### src/rtl/oam_dma_ctrl.sv
// ---------------------------------------------------------------------------
// oam_dma_ctrl
//
// Sprite-DMA controller and bus arbiter that sits between the 2A03 CPU core
// and the shared 64 KiB memory bus.
//
// A CPU write to DMA_REG_ADDR latches a source page byte. The controller then
// halts the CPU (cpu_rdy = 0), takes the bus, and copies $PP00-$PPFF to the
// PPU OAMDATA port (OAM_DATA_ADDR) as 256 read/write pairs. When the copy is
// done it hands the bus back. Outside a DMA the CPU bus passes straight
// through to memory.
//
// Build option:
//   OAM_DMA_ALIGN_EN - when defined, a free-running parity flop and the ALIGN
//                      state are built. An extra dummy cycle is inserted so
//                      that every READ lands on an even cycle (halt length
//                      513 or 514). When undefined, HALT always goes straight
//                      to READ and the halt length is always 513.
//
// Parameters:
//   DMA_REG_ADDR   CPU write address that triggers a DMA (default $4014)
//   OAM_DATA_ADDR  destination address of every DMA write (default $2004)
//
// Ports:
//   clock       in   system/CPU clock, rising-edge active
//   reset       in   synchronous active-high reset, forces IDLE
//   cpu_addr    in   [15:0] CPU address
//   cpu_rw      in   CPU read/write (1 = read)
//   cpu_wdata   in   [7:0] CPU write data
//   cpu_rdy     out  0 halts the CPU
//   bus_addr    out  [15:0] memory address
//   bus_rw      out  memory read/write (1 = read)
//   bus_wdata   out  [7:0] memory write data
//   bus_rdata   in   [7:0] memory read data
//   dma_active  out  1 while the controller owns the bus (READ/WRITE)
//
// State table:
//   state    | meaning
//   ---------+--------------------------------------------------------------
//   ST_IDLE  | bus is a pass-through of the CPU; watching for the trigger
//   ST_HALT  | CPU halted, one dummy cycle with a forced read on the bus
//   ST_ALIGN | optional dummy cycle so READ starts on an even cycle
//   ST_READ  | read source byte {page, idx}
//   ST_WRITE | write captured byte to OAMDATA, advance idx
// ---------------------------------------------------------------------------

module oam_dma_ctrl #(
   parameter logic [15:0] DMA_REG_ADDR  = 16'h4014,
   parameter logic [15:0] OAM_DATA_ADDR = 16'h2004
) (
   input  logic        clock,
   input  logic        reset,
   input  logic [15:0] cpu_addr,
   input  logic        cpu_rw,
   input  logic [7:0]  cpu_wdata,
   output logic        cpu_rdy,
   output logic [15:0] bus_addr,
   output logic        bus_rw,
   output logic [7:0]  bus_wdata,
   input  logic [7:0]  bus_rdata,
   output logic        dma_active
);

   typedef enum logic [2:0] {
      ST_IDLE  = 3'd0,
      ST_HALT  = 3'd1,
      ST_ALIGN = 3'd2,
      ST_READ  = 3'd3,
      ST_WRITE = 3'd4
   } state_t;

   state_t      state;
   logic [7:0]  page;
   logic [7:0]  idx;
   logic [7:0]  byte_q;
   logic        rdy_q;
   logic        active_q;
   logic        trigger;

`ifdef OAM_DMA_ALIGN_EN
   // Cycle parity: 0 during an even cycle. Free-running from reset.
   logic        odd;
`endif

   assign trigger = (cpu_rw == 1'b0) && (cpu_addr == DMA_REG_ADDR);

   // Single state register. cpu_rdy and dma_active are kept as flags that
   // are updated on the same edges the state changes, so they always agree
   // with the state they describe (rdy only in IDLE, active only in
   // READ/WRITE).
   always_ff @(posedge clock) begin
      if (reset) begin
         state    <= ST_IDLE;
         page     <= 8'h00;
         idx      <= 8'h00;
         byte_q   <= 8'h00;
         rdy_q    <= 1'b1;
         active_q <= 1'b0;
`ifdef OAM_DMA_ALIGN_EN
         odd      <= 1'b0;
`endif
      end else begin
`ifdef OAM_DMA_ALIGN_EN
         odd <= ~odd;
`endif
         case (state)
            ST_IDLE: begin
               if (trigger) begin
                  page  <= cpu_wdata;
                  idx   <= 8'h00;
                  rdy_q <= 1'b0;
                  state <= ST_HALT;
               end
            end

            ST_HALT: begin
`ifdef OAM_DMA_ALIGN_EN
               // An even HALT would put READ on an odd cycle; pad by one.
               if (!odd) begin
                  state <= ST_ALIGN;
               end else begin
                  state    <= ST_READ;
                  active_q <= 1'b1;
               end
`else
               state    <= ST_READ;
               active_q <= 1'b1;
`endif
            end

            ST_ALIGN: begin
               state    <= ST_READ;
               active_q <= 1'b1;
            end

            ST_READ: begin
               byte_q <= bus_rdata;
               state  <= ST_WRITE;
            end

            ST_WRITE: begin
               idx <= idx + 8'd1;
               if (idx == 8'hFF) begin
                  state    <= ST_IDLE;
                  rdy_q    <= 1'b1;
                  active_q <= 1'b0;
               end else begin
                  state <= ST_READ;
               end
            end

            default: begin
               state    <= ST_IDLE;
               rdy_q    <= 1'b1;
               active_q <= 1'b0;
            end
         endcase
      end
   end

   // Bus steering. Only state and CPU inputs feed this mux; bus_rdata is
   // captured into byte_q and never reaches an output combinationally.
   always_comb begin
      bus_addr  = cpu_addr;
      bus_rw    = cpu_rw;
      bus_wdata = cpu_wdata;
      case (state)
         ST_HALT, ST_ALIGN: begin
            // CPU is held; make sure its pending cycle cannot write.
            bus_rw = 1'b1;
         end
         ST_READ: begin
            // {page, idx}: no carry out of the page, $FFFF does not wrap to $0000+.
            bus_addr = {page, idx};
            bus_rw   = 1'b1;
         end
         ST_WRITE: begin
            bus_addr  = OAM_DATA_ADDR;
            bus_rw    = 1'b0;
            bus_wdata = byte_q;
         end
         default: begin
            bus_addr  = cpu_addr;
            bus_rw    = cpu_rw;
            bus_wdata = cpu_wdata;
         end
      endcase
   end

   assign cpu_rdy    = rdy_q;
   assign dma_active = active_q;

endmodule

### config.mk
export PLATFORM = sky130hd
export DESIGN_NAME = oam_dma_ctrl
export DESIGN_NICKNAME = d
export VERILOG_FILES = /design/src/rtl/oam_dma_ctrl.sv
export SDC_FILE = /design/constraint.sdc
export NUM_CORES = 1
export LEC_CHECK = 0
export CAP_MARGIN = 20
export CORE_MARGIN = 2
export CORE_UTILIZATION = 47
export CTS_CLUSTER_DIAMETER = 30
export DETAILED_ROUTE_END_ITERATION = 8
export PLACE_DENSITY = 0.85
export SLEW_MARGIN = 20
export SYNTH_ARGS = -nofsm -noshare
export SYNTH_HDL_FRONTEND = slang
export SYNTH_SLANG_ARGS = --single-unit
### constraint.sdc
create_clock -name clock -period 3.61 [get_ports clock]
set_input_delay 0.722 -clock clock [delete_from_list [all_inputs] [get_ports clock]]
set_output_delay 0.722 -clock clock [all_outputs]
set_load 0.01 [all_outputs]
==> impl_metrics.env <==
export IMPL_finalCritPeriodShare=0.880
export IMPL_synthTopCellsByArea="dfxtp_1 36%, nand2_1 11%, a22o_1 7.7%"
export IMPL_synthAdderAreaFrac=0.00784
export IMPL_pwr_density_cell_mw_per_mm2=290
export IMPL_setup_tns_ps=0
export IMPL_area_growth_pct=40.8
export IMPL_diodes=0
export IMPL_viasPerCell=5.58
export IMPL_cp_max_fo=14
export IMPL_startpoint="state[2]"
export IMPL_root_buffer="clkbuf_4"
export IMPL_criticalPathCategory="flop to output pin"
export IMPL_numPortBuffers=61
export IMPL_antenna_found_initial=0
export IMPL_p_sw_frac=0.264
export IMPL_dp_cells=305
export IMPL_cellInternalPower_mw=0.480
export IMPL_clock_sinks=29
export IMPL_hold_violations=0
export IMPL_endpoint_kind="output pin"
export IMPL_p_seq_frac=0.506
export IMPL_startpoint_type="flop"
export IMPL_finalCriticalPeriod_ps=3180
export IMPL_drt_iter0_markers=102
export IMPL_clk_path_buf_depth=2
export IMPL_placed_cell_area_mm2=0.00220
export IMPL_grt_pass1_vias=1675
export IMPL_clock_fmax_mhz=315
export IMPL_drt_met1_wl_mm=2.16
export IMPL_cts_tree="built"
export IMPL_place_hpwl_mm=3.29
export IMPL_dr_total_vias=1748
export IMPL_syn_nets=250
export IMPL_synth_area_mm2=0.00160
export IMPL_drive_above_1_share=0.0449
export IMPL_dr_wl_met3_um=374
export IMPL_cap_violations=0
export IMPL_grt_overflow_total=0
export IMPL_routedWlPerCell_um=14.6
export IMPL_ioPinCount=62
export IMPL_rows=21
export IMPL_cts_setup_buffers=0
export IMPL_nets=302
export IMPL_start_util=0.482
export IMPL_h_tree_depth=2
export IMPL_clock_latency_ps=330
export IMPL_hold_class="flop to flop"
export IMPL_die_area_mm2=0.00388
export IMPL_wl_met2_mm=2.02
export IMPL_worst_ep_required_time_ps=2890
export IMPL_cts_buffers=5
export IMPL_clkSlewWorstSetupHoldPaths_ps=90
export IMPL_clock_skew_ps=13.9
export IMPL_ys_warn_count=0
export IMPL_drc=0
export IMPL_synth_top_cell_area_share=0.364
export IMPL_final_cells=313
export IMPL_synth_xor_area_frac=0.0219
export IMPL_ys_types=35
export IMPL_whs_ps=457
export IMPL_yosys_area_top_type="dfxtp_1"
export IMPL_ant_nets=0
export IMPL_worst_pin_slew_ps=1080
export IMPL_report_final_slew_viol_count=0
export IMPL_post_cts_resized=0
export IMPL_firstDrtPassIters=4
export IMPL_grt_use_total=0.248
export IMPL_grt_pass1_wl_mm=7.76
export IMPL_rsz0062_at_grt="no"
export IMPL_totalWireLength_mm=4.58
export IMPL_setup_viol=0
export IMPL_routed_top_layer="met4"
export IMPL_netlist_instances=214
export IMPL_clkPwrFrac=0.282
export IMPL_die_x_um=62.3
export IMPL_reg2reg_from="state[0]"
export IMPL_avgSynthCellArea_um2=7.46
export IMPL_ys_seq_area_frac=0.364
export IMPL_cp_arrival_ps=2460
export IMPL_grt_max_degree=31
export IMPL_power_switching_mw=0.173
export IMPL_die_h_um=62.3
export IMPL_slew_headroom=0.276
export IMPL_synth_top_family_by_area="simple AND/OR/NAND/NOR gates"
export IMPL_ctsHoldBuffers=0
export IMPL_status="completed"
export IMPL_ir_drop_v=0.000278
export IMPL_coreArea_mm2=0.00331
export IMPL_leakagePower_nw=0.829
export IMPL_routabilityCongestion=0.938
export IMPL_final_area_mm2=0.00225
export IMPL_synth_compound_area_frac=0.233
export IMPL_muxShareOfSynthArea=0
export IMPL_yosys_area_share_simple=0.322
export IMPL_synth_ff_latch_count=29
export IMPL_p_comb_frac=0.212
export IMPL_min_delay_start="byte_q[4]"
==> registers in the layout (all words and copies together), names as in the netlist <==
register,flops
byte_q,8
idx,8
page,8
state,3
cpu_rdy,1
dma_active,1
==> power groups by stage <==
stage / combinational (mW) / clock, mW / sequential [mW]
finish: 0.139 / 0.184 / 0.330
global route: 0.149 / 0.207 / 0.331
CTS: 0.139 / 0.188 / 0.330
detailed placement: 0.138 / 0 / 0.338
global placement: 0.136 / 0 / 0.338
floorplan: 0.0581 / 0 / 0.334
==> Yosys cell counts, drive strengths merged <==
master,count
nand3b,2
and3,2
nor4b,1
nor3b,2
a31oi,3
nor4,4
nor2b,3
nand2b,1
a21boi,1
dfxtp,29
and4,1
xor2,2
nand2,46
nand4,13
or3b,1
or2,1
a22o,14
o21ba,1
o21ai,12
or4,2
a21oi,20
o211ai,6
or3,1
o21bai,1
buf,5
nor3,6
nor2,12
ha,1
nand4b,1
clkbuf,13
nand3,5
xnor2,2
==> metrics by stage <==
step,util,total power [mW],worst slack [ps]
after global routing,0.679,0.688,203
after detailed placement,0.664,0.475,747
after floorplan,-,0.393,1500
after CTS,0.679,0.657,363
final,0.679,0.653,432
after global placement,0.664,0.474,788
==> critical path, stage by stage, from the launching register on <==
cell and delay [ps]:
dfxtp_1 510, nor2_1 110, nor2_1 720, a22o_1 240, clkdlybuf4s50_1 540
==> final cells by class <==
cell class / instances / area, um2
clock inverter: 2 / 10.0
tap: 46 / 57.6
clock buffer: 6 / 41.3
sequential: 29 / 581
timing repair buffer: 63 / 626
multi-input combinational: 167 / 933
fill: 317 / 1060
==> cell usage in the layout, fill, tap and decap left out, types with 4 or more instances in the layout <==
| master | n |
|---|---|
| nor4_1 | 4 |
| clkdlybuf4s50_1 | 61 |
| o21ai_0 | 12 |
| o211ai_1 | 6 |
| nand3_1 | 5 |
| nor2_1 | 12 |
| nand4_1 | 13 |
| a22o_1 | 14 |
| a21oi_1 | 20 |
| nand2_1 | 46 |
| dfxtp_1 | 29 |
| clkbuf_4 | 5 |
| nor3_1 | 6 |
==> final timing paths <==
kind / slack [ps] / to / depth (start not counted)
max: 430 / bus_addr[14] / 4
min: 460 / byte_q[4] / 2
max reg2reg: 1450 / idx[0] / 4
min reg2reg: 460 / byte_q[4] / 2
==> metal layers <==
| metal | vias to the layer above | track usage |
|---|---|---|
| li1 | 878 | - |
| met5 | - | 0 |
| met4 | 0 | 0.0694 |
| met3 | 2 | 0.0725 |
| met2 | 81 | 0.372 |
| met1 | 787 | 0.346 |
==> kinds of logic after synthesis <==
family	after synthesis
AOI/OAI and AO/OA	58
xor gates and xnor gates	4
adders and majority gates	1
buffers and inverters	18
DFF	29
and+or+nand+nor	104
No activity file was read; power rests on OpenSTA's default activity.
